## src/rtl/fnd_scan_driver.sv

```systemverilog
// Four-digit multiplexed 7-segment (FND) scan driver.
// A slow scan level is synchronized into clk and edge-detected. Each rising
// edge advances the scanned digit using break-before-make: all anodes go off
// for one cycle while segments and index switch, then the new anode turns on.
// Display data is snapshotted at frame start so a frame never shows mixed data.
module fnd_scan_driver #(
  parameter int SYNC_STAGES = 2,
  parameter bit ACTIVE_LOW  = 1'b1
) (
  input  logic        clk,
  input  logic        reset,
  input  logic        i_scan_clk,
  input  logic [15:0] i_bcd,
  input  logic [3:0]  i_dp,
  input  logic        i_blank_lz,
  output logic [3:0]  o_an,
  output logic [7:0]  o_seg,
  output logic [1:0]  o_digit,
  output logic        o_frame_done
);

  localparam logic [3:0] AN_OFF  = ACTIVE_LOW ? 4'hF  : 4'h0;
  localparam logic [7:0] SEG_OFF = ACTIVE_LOW ? 8'hFF : 8'h00;

  typedef enum logic [0:0] {
    BLANK = 1'b0,
    SCAN  = 1'b1
  } state_t;

  // BCD to active-high segments {g,f,e,d,c,b,a}; non-decimal nibbles show "-".
  function automatic logic [6:0] bcd_to_seg(input logic [3:0] d);
    logic [6:0] s;
    case (d)
      4'd0:    s = 7'h3F;
      4'd1:    s = 7'h06;
      4'd2:    s = 7'h5B;
      4'd3:    s = 7'h4F;
      4'd4:    s = 7'h66;
      4'd5:    s = 7'h6D;
      4'd6:    s = 7'h7D;
      4'd7:    s = 7'h07;
      4'd8:    s = 7'h7F;
      4'd9:    s = 7'h6F;
      default: s = 7'h40;
    endcase
    return s;
  endfunction

  logic [SYNC_STAGES-1:0] sync_r;
  logic                   prev_r;
  logic                   scan_s;
  logic                   step_s;

  state_t      state_r;
  state_t      state_next_s;
  logic [15:0] bcd_r;
  logic [3:0]  dp_r;
  logic        blank_lz_r;
  logic        make_r;

  logic        capture_s;
  logic [1:0]  digit_next_s;
  logic [15:0] bcd_use_s;
  logic [3:0]  dp_use_s;
  logic        lz_use_s;
  logic [3:0]  nib_s;
  logic        blank_s;
  logic [7:0]  seg_hi_s;
  logic [3:0]  an_hi_s;
  logic        wrap_s;

  // Bring the scan level into the clk domain.
  always_ff @(posedge clk or posedge reset) begin
    if (reset) begin
      sync_r <= {SYNC_STAGES{1'b0}};
    end else begin
      sync_r <= {sync_r[SYNC_STAGES-2:0], i_scan_clk};
    end
  end

  // Remember the previous synchronized level for rising-edge detection.
  always_ff @(posedge clk or posedge reset) begin
    if (reset) begin
      prev_r <= 1'b0;
    end else begin
      prev_r <= scan_s;
    end
  end

  assign scan_s = sync_r[SYNC_STAGES-1];
  assign step_s = scan_s & ~prev_r;

  // State register.
  always_ff @(posedge clk or posedge reset) begin
    if (reset) begin
      state_r <= BLANK;
    end else begin
      state_r <= state_next_s;
    end
  end

  // Next state: leave BLANK on the first step, then scan forever.
  always_comb begin
    state_next_s = state_r;
    case (state_r)
      BLANK: begin
        if (step_s) begin
          state_next_s = SCAN;
        end else begin
          state_next_s = BLANK;
        end
      end
      SCAN:    state_next_s = SCAN;
      default: state_next_s = BLANK;
    endcase
  end

  // Next digit, snapshot selection, decode and blanking for the upcoming digit.
  always_comb begin
    capture_s    = step_s & ((state_r == BLANK) | (o_digit == 2'd3));
    wrap_s       = step_s & (state_r == SCAN) & (o_digit == 2'd3);
    digit_next_s = (state_r == BLANK) ? 2'd0 : (o_digit + 2'd1);
    bcd_use_s    = capture_s ? i_bcd      : bcd_r;
    dp_use_s     = capture_s ? i_dp       : dp_r;
    lz_use_s     = capture_s ? i_blank_lz : blank_lz_r;
    nib_s        = 4'd0;
    blank_s      = 1'b0;
    case (digit_next_s)
      2'd3: begin
        nib_s   = bcd_use_s[15:12];
        blank_s = lz_use_s & (bcd_use_s[15:12] == 4'd0);
      end
      2'd2: begin
        nib_s   = bcd_use_s[11:8];
        blank_s = lz_use_s & (bcd_use_s[15:8] == 8'd0);
      end
      2'd1: begin
        nib_s   = bcd_use_s[7:4];
        blank_s = lz_use_s & (bcd_use_s[15:4] == 12'd0);
      end
      2'd0: begin
        nib_s   = bcd_use_s[3:0];
        blank_s = 1'b0;
      end
      default: begin
        nib_s   = 4'd0;
        blank_s = 1'b0;
      end
    endcase
    seg_hi_s = {dp_use_s[digit_next_s], (blank_s ? 7'h00 : bcd_to_seg(nib_s))};
    an_hi_s  = 4'b0001 << o_digit;
  end

  // Snapshot display data at frame start.
  always_ff @(posedge clk or posedge reset) begin
    if (reset) begin
      bcd_r      <= 16'h0000;
      dp_r       <= 4'h0;
      blank_lz_r <= 1'b0;
    end else if (capture_s) begin
      bcd_r      <= i_bcd;
      dp_r       <= i_dp;
      blank_lz_r <= i_blank_lz;
    end
  end

  // Output stage: break on the step, make one cycle later.
  always_ff @(posedge clk or posedge reset) begin
    if (reset) begin
      o_an         <= AN_OFF;
      o_seg        <= SEG_OFF;
      o_digit      <= 2'd0;
      o_frame_done <= 1'b0;
      make_r       <= 1'b0;
    end else if (step_s) begin
      o_an         <= AN_OFF;
      o_seg        <= ACTIVE_LOW ? ~seg_hi_s : seg_hi_s;
      o_digit      <= digit_next_s;
      o_frame_done <= wrap_s;
      make_r       <= 1'b1;
    end else begin
      o_frame_done <= 1'b0;
      if (make_r) begin
        o_an   <= ACTIVE_LOW ? ~an_hi_s : an_hi_s;
        make_r <= 1'b0;
      end
    end
  end

endmodule

```

## config.mk

```make
export PLATFORM = sky130hd
export DESIGN_NAME = fnd_scan_driver
export DESIGN_NICKNAME = d
export VERILOG_FILES = /design/src/rtl/fnd_scan_driver.sv
export SDC_FILE = /design/constraint.sdc
export NUM_CORES = 1
export LEC_CHECK = 0
export CORE_ASPECT_RATIO = 1.1
export CORE_MARGIN = 2
export CORE_UTILIZATION = 25
export DETAILED_ROUTE_END_ITERATION = 8
export RECOVER_POWER = 50
export REMOVE_ABC_BUFFERS = 1
export SLEW_MARGIN = 10
export SYNTH_ARGS = -nofsm -noshare
export SYNTH_HDL_FRONTEND = slang
export SYNTH_SLANG_ARGS = --single-unit
```

## constraint.sdc

```tcl
create_clock -name clk -period 4.13 [get_ports clk]
set_input_delay 0.413 -clock clk [delete_from_list [all_inputs] [get_ports clk]]
set_output_delay 0.413 -clock clk [all_outputs]
set_load 0.02 [all_outputs]
```

==> results of run 1 <==
==> flip-flops by register name (all words and copies together) (netlist names) <==
register,flops
bcd_r,16
o_seg,8
dp_r,4
o_an,4
o_digit,2
sync_r,2
blank_lz_r,1
make_r,1
o_frame_done,1
prev_r,1
state_r,1
==> how the worst min path moves through the flow <==
| stage | from | to | slack (ps) | depth (start not counted) |
|---|---|---|---|---|
| 2_1_floorplan | sync_r[0]$_DFF_PP0_ | sync_r[1]$_DFF_PP0_ | 330 | 0 |
| 3_3_place_gp | sync_r[0]$_DFF_PP0_ | sync_r[1]$_DFF_PP0_ | 330 | 0 |
| 3_5_place_dp | sync_r[0]$_DFF_PP0_ | sync_r[1]$_DFF_PP0_ | 340 | 0 |
| 4_1_cts | sync_r[0]$_DFF_PP0_ | sync_r[1]$_DFF_PP0_ | 360 | 0 |
| 5_1_grt | sync_r[0]$_DFF_PP0_ | sync_r[1]$_DFF_PP0_ | 370 | 0 |
| 6_report | sync_r[0]$_DFF_PP0_ | sync_r[1]$_DFF_PP0_ | 350 | 0 |
==> final cells by class <==
class	count	area (sq um)
repair buffers	41	395
inverters	9	35.0
clock inverters	2	15.0
clock buffers	6	72.6
flip-flops and latches	41	1040
fillers	1003	6740
multi-input cells	194	1300
well taps	120	150
==> metal layers <==
metal / GRT usage / wire (um)
met2: 0.199 / 2880
met5: 0 / 0
met3: 0.0162 / 187
met1: 0.156 / 2820
met4: 0.0636 / 154
==> per-stage QoR <==
step	setup WS (ps)	area (sq um)	util	total power [mW]
final	552	3010	0.309	2.00
after floorplan	826	2380	-	1.42
after global routing	303	3010	0.309	2.17
after CTS	571	3020	0.309	2.02
after detailed placement	591	2930	0.301	1.75
after global placement	705	2930	0.301	1.72
==> kinds of logic (layout without fill, tap and decap cells) <==
logic type      after synthesis  in the layout  share of synthesized area
buf+inv                      23             58                     0.0503
mux                          12             12                     0.0569
fa+ha+maj                    13             13                     0.0660
simple gates                115            115                      0.235
flops                        41             41                      0.422
compound gates               54             54                      0.170
==> Yosys cell counts (5+ instances only) <==
cell	n	area, sq um
a21o_1	5	37.5
a21oi_1	5	25.0
dfrtp_1	29	726
dfstp_2	12	315
ha_1	13	163
inv_1	8	30.0
mux2i_1	5	50.1
nand2_1	66	248
nand3_1	7	35.0
nand4_1	5	31.3
nor2_1	6	22.5
nor4_1	5	31.3
o21ai_0	11	55.1
==> power by group through the flow <==
stage	logic (mW)	clock network (mW)	registers (mW)
floorplan	0.690	0	0.726
global placement	1.03	0	0.684
detailed placement	1.05	0	0.692
CTS	1.06	0.279	0.683
global route	1.18	0.287	0.704
finish	1.05	0.269	0.679
==> summary.md, run 1 <==
| Metric | Value |
|---|---|
| Type of origin of the critical path | flip-flop |
| Pint | 1.16 mW |
| Synth cell types | 57 |
| Slew HR | 0.372 |
| Synth warn | 0 |
| Max IR drop VDD | 201 uV |
| Core ar. | 0.00975 sq mm |
| Hpwl dp | 4.66 mm |
| Clock share of power | 0.134 |
| Die span in y | 108 um |
| Fin cells | 413 |
| TritonCTS Sinks | 41 |
| DRC errors left | 0 |
| Worst setup EP type | flip-flop |
| Drt first pass iters | 4 |
| Net Sw Frac | 0.418 |
| Routed len/inst | 14.7 um |
| Total wire length | 6.05 mm |
| Max-cap viol count | 0 |
| Clock latency on the worst-skew pair | 300 ps |
| Starting Density | 0.253 |
| Post-Syn Area per Cell | 9.55 sq um |
| Worst hold margin | 352 ps |
| Most frequent cells in the layout | nand2_1 (66), clkdlybuf4s50_1 (36), dfrtp_1 (29) |
| Vias per cell | 4.84 |
| Setup tns final | 0 ps |
| Worst R2R Path Depth | 12 |
| EDFF count, synth | 0 |
| Row cnt | 38 |
| Via count | 1999 |
| Fin nets | 329 |
| Die ar. | 0.0107 sq mm |
| Vias in the first global route | 2075 |
| Final setup fails | 0 |
| Worst slew pin tran | 942 ps |
| Antenna viol nets, final | 0 |
| Crit share post-route | 0.866 |
| Grt ovf | 0 |
| Part of the power in registers | 0.339 |
| Crit-path cells | nand2b_4 > clkinv_2 > nand2_4 > mux2_1 > a222oi_1 > nor2b_1 > a21oi_1 > ha_1 > nor2b_1 > and4_1 > o31ai_1 > o211ai_2 |
| Final Critical Period | 3580 ps |
| Die Wd | 98.7 um |
| Cell family with most CP delay | simple AND/OR/NAND/NOR gates |
| Post-synth ARST share | 1.00 |
| Max-slew violation count | 0 |
| Pwr/cell area | 666 mW/mm^2 |
| Port Buffers | 38 |
| Initial antenna violation count | 0 |
| Max incr delay on CP | 420 ps |
| Critical Path Most Common Cell | nor2b_1 |
| Register bit count reported by yosys | 41 |
| Cells after DPL | 405 |
| CP Capture Point | o_seg[0]$_DFFE_PP1N_ |
| Worst Path Buf+Inv | 1 |
| Min-delay worst type | reg2reg |
| Clk buf depth | 2 |
| Skew final | 7.51 ps |
| Crit. path cell count | 12 |
| R2R Path End | o_seg[0]$_DFFE_PP1N_ |
| Comb pwr share | 0.527 |
| Antenna diodes | 0 |
| Required time of the worst setup path | 4350 ps |
| Clk root buf | clkbuf_8 |
| R2R Setup Slk | 550 ps |
| Status | complete, no violations |
| CTS tree | done |
| Crit path kind | reg2reg |
| Final hold violations | 0 |
| Post_cts resized | 0 |
| CP arrival | 3800 ps |
| Htree depth | 2 |
| Lkg Pwr | 1.28 nW |
| Switching power | 0.838 mW |
| Most used DFF post-synth | dfrtp_1 |
| RSZ-0062 raised after global routing | no |
| Setup bufs post-CTS | 0 |
| Largest net degree at the start of global routing | 28 |
| Cells after Synth | 258 |
| Routability congestion estimate | 0.784 |
| Most common cell after layout, fill and taps aside | nand2_1 |
| CP max FO | 27 |
| Initial DRC count | 134 |
| Critical path startpoint | sync_r[1]$_DFF_PP0_ |
| # IOs | 39 |
| First-pass GRT wire length | 10.4 mm |
| Reg-to-Reg Start | sync_r[1]$_DFF_PP0_ |
| F_max | 280 MHz |
| Synthesized area | 0.00246 sq mm |
| CTS Buf Count | 5 |
| Area grow syn2layout | 22.1% |
| Clock transition at the registers of the reported paths | 80 ps |
| Share of cells above drive strength 1 | 0.119 |
| Register area share after synthesis | 0.422 |
| Slowest CP cell | dfrtp_1 |
| All-Layer GR Usage | 0.121 |
| Hold bufs inserted after CTS | 0 |
Note: power is estimated with default switching activity, not from simulation.
==> run 2: changes to the inputs <==
--- a/config.mk
+++ b/config.mk
@@ -11,6 +11,7 @@
 export DETAILED_ROUTE_END_ITERATION = 8
 export RECOVER_POWER = 50
 export REMOVE_ABC_BUFFERS = 1
+export SKIP_CTS_REPAIR_TIMING = 1
 export SLEW_MARGIN = 10
 export SYNTH_ARGS = -nofsm -noshare
 export SYNTH_HDL_FRONTEND = slang
==> results of run 2 <==
Final layout, timing and power as in run 1 (identical DEF).
==> run 3: changes to the inputs <==
==> constraint.sdc (replaced) <==
create_clock -name clk -period 4.13 [get_ports clk]
set_input_delay 1.0325 -clock clk [delete_from_list [all_inputs] [get_ports clk]]
set_output_delay 1.0325 -clock clk [all_outputs]
set_load 0.02 [all_outputs]
==> summary.md, run 3 (same netlist as run 1, synthesis figures left out) <==
| Metric | Value |
|---|---|
| Max IR drop VDD | 233 uV (was 201 uV) |
| Lkg Pwr | 1.27 nW (was 1.28 nW) |
| Type of origin of the critical path | flip-flop (unchanged) |
| Fin util | 0.309 (about the same) |
| Final setup fails | 0 (unchanged) |
| Grt ovf | 0 (unchanged) |
| Htree depth | 2 (unchanged) |
| Hpwl dp | 4.35 mm (was 4.66 mm) |
| Via count | 2015 (was 1999) |
| All-Layer GR Usage | 0.116 (was 0.121) |
| Routability congestion estimate | 0.851 (was 0.784) |
| Cells after DPL | 406 (was 405) |
| CTS Buf Count | 5 (unchanged) |
| First-pass GRT wire length | 10.0 mm (was 10.4 mm) |
| Worst setup EP type | flip-flop (unchanged) |
| Max-slew violation count | 42 (was 0) |
| Initial DRC count | 153 (was 134) |
| TritonCTS Sinks | 41 (unchanged) |
| RSZ-0062 raised after global routing | no (unchanged) |
| Max-cap viol count | 1 (was 0) |
| R2R Setup Slk | 540 ps (was 550 ps) |
| CP max FO | 14 (was 27) |
| Routed len/inst | 14.3 um (was 14.7 um) |
| Pwr/cell area | 660 mW/mm^2 (was 666 mW/mm^2) |
| Most common cell after layout, fill and taps aside | nand2_1 (unchanged) |
| Hold Crit Depth | 0 (unchanged) |
| Antenna diodes | 0 (unchanged) |
| Vias per cell | 4.87 (was 4.84) |
| Worst R2R Path Depth | 12 (unchanged) |
| Initial antenna violation count | 0 (unchanged) |
| Core ar. | 0.00975 sq mm (unchanged) |
| Area grow syn2layout | 22.2% (was 22.1%) |
| Worst slew pin tran | 2210 ps (was 942 ps) |
| Most frequent cells in the layout | nand2_1 (67), clkdlybuf4s50_1 (36), dfrtp_1 (29) (was nand2_1 (66), clkdlybuf4s50_1 (36), dfrtp_1 (29)) |
| # IOs | 39 (unchanged) |
| Filler cells | 1017 (was 1003) |
| Starting Density | 0.253 (unchanged) |
| Port Buffers | 38 (unchanged) |
| Clock latency on the worst-skew pair | 300 ps (about the same) |
| Clk root buf | clkbuf_8 (unchanged) |
| Required time of the worst setup path | 4350 ps (about the same) |
| Die span in y | 108 um (unchanged) |
| Skew final | 6.85 ps (was 7.51 ps) |
| Slew HR | -0.472 (was 0.372) |
| Fin nets | 330 (was 329) |
| Hold Path Origin | sync_r[0]$_DFF_PP0_ (unchanged) |
| Hold worst-path end | sync_r[1]$_DFF_PP0_ (unchanged) |
| Total wire length | 5.92 mm (was 6.05 mm) |
| Row cnt | 38 (unchanged) |
| Status | complete, but fails checks (was complete, no violations) |
| Die ar. | 0.0107 sq mm (unchanged) |
| Final hold violations | 0 (unchanged) |
| Clock transition at the registers of the reported paths | 80 ps (about the same) |
| Die Wd | 98.7 um (unchanged) |
| Setup tns final | 0 ps (unchanged) |
| Largest net degree at the start of global routing | 42 (was 28) |
| Largest register FFs | 16 (unchanged) |
| Min-delay worst type | reg2reg (unchanged) |
| Share of cells above drive strength 1 | 0.122 (was 0.119) |
| Most flops, register | bcd_r (unchanged) |
| DRC errors left | 0 (unchanged) |
| Crit share post-route | 0.870 (was 0.866) |
| Final Critical Period | 3590 ps (was 3580 ps) |
| Failing checks | max-capacitance violations, max-slew violations |
| Drt first pass iters | 5 (was 4) |
| F_max | 278 MHz (was 280 MHz) |
| Fin cells | 414 (was 413) |
| R2R Path End | o_seg[0]$_DFFE_PP1N_ (unchanged) |
| Clk buf depth | 2 (unchanged) |
| Crit path kind | reg2reg (unchanged) |
| CTS tree | done (unchanged) |
| Total power | 1.99 mW (was 2.00 mW) |
| Reg-to-Reg Start | o_digit[0]$_DFFE_PP0N_ (was sync_r[1]$_DFF_PP0_) |
| Largest regs | bcd_r (16), o_seg (8) (unchanged) |
| CP arrival | 3810 ps (was 3800 ps) |
| Antenna viol nets, final | 0 (unchanged) |
| Vias in the first global route | 2039 (was 2075) |
[run 3: metrics by stage]
step	cell area, sq um	setup slack (ps)	hold WS, ps
5_1_grt	3010	276	377
3_3_place_gp	2940	626	333
6_report	3010	537	358
2_1_floorplan	2380	826	331
3_5_place_dp	2940	610	339
4_1_cts	3030	723	360
[run 3: final cells by class]
| cell class | instances | area (sq um) | share of cell area |
|---|---|---|---|
| sequential | 41 | 1040 | 0.346 |
| clock buffer | 5 | 68.8 | 0.0229 |
| clock inverter | 3 | 21.3 | 0.00706 |
| inverter | 9 | 35.0 | 0.0116 |
| timing repair buffer | 42 | 403 | 0.134 |
| multi-input combinational | 194 | 1290 | 0.429 |
| tap | 120 | 150 | 0.0499 |
[run 3: critical path: stages, from the launching register on]
cell and delay (ps):
dfrtp_1 420, ha_1 250, nand2b_1 300, nand2_1 440, mux2_1 400, a222oi_1 360
nor2b_1 240, a21oi_1 90, ha_1 270, nor2b_1 140, and4_1 230, o31ai_1 260
o211ai_2 110
[run 3: worst max path at each step]
stage,from,end
after floorplan,o_digit[0]$_DFFE_PP0N_,o_seg[0]$_DFFE_PP1N_
after global placement,i_bcd[8],o_seg[0]$_DFFE_PP1N_
after detailed placement,i_bcd[8],o_seg[0]$_DFFE_PP1N_
after CTS,o_digit[0]$_DFFE_PP0N_,o_seg[0]$_DFFE_PP1N_
after global routing,o_digit[1]$_DFFE_PP0N_,o_seg[0]$_DFFE_PP1N_
final,o_digit[0]$_DFFE_PP0N_,o_seg[0]$_DFFE_PP1N_
[run 3: report_power, final]
part	leakage, nW	internal, mW	switching [mW]
clock	0.0445	0.120	0.153
combinational	0.753	0.461	0.581
sequential	0.473	0.585	0.0882
[run 3: per-layer routing]
metal | share of wire | GRT usage
met1 | 0.47 | 0.151
met2 | 0.48 | 0.194
met3 | 0.036 | 0.0213
met4 | 0.020 | 0.0391
met5 | 0 | 0
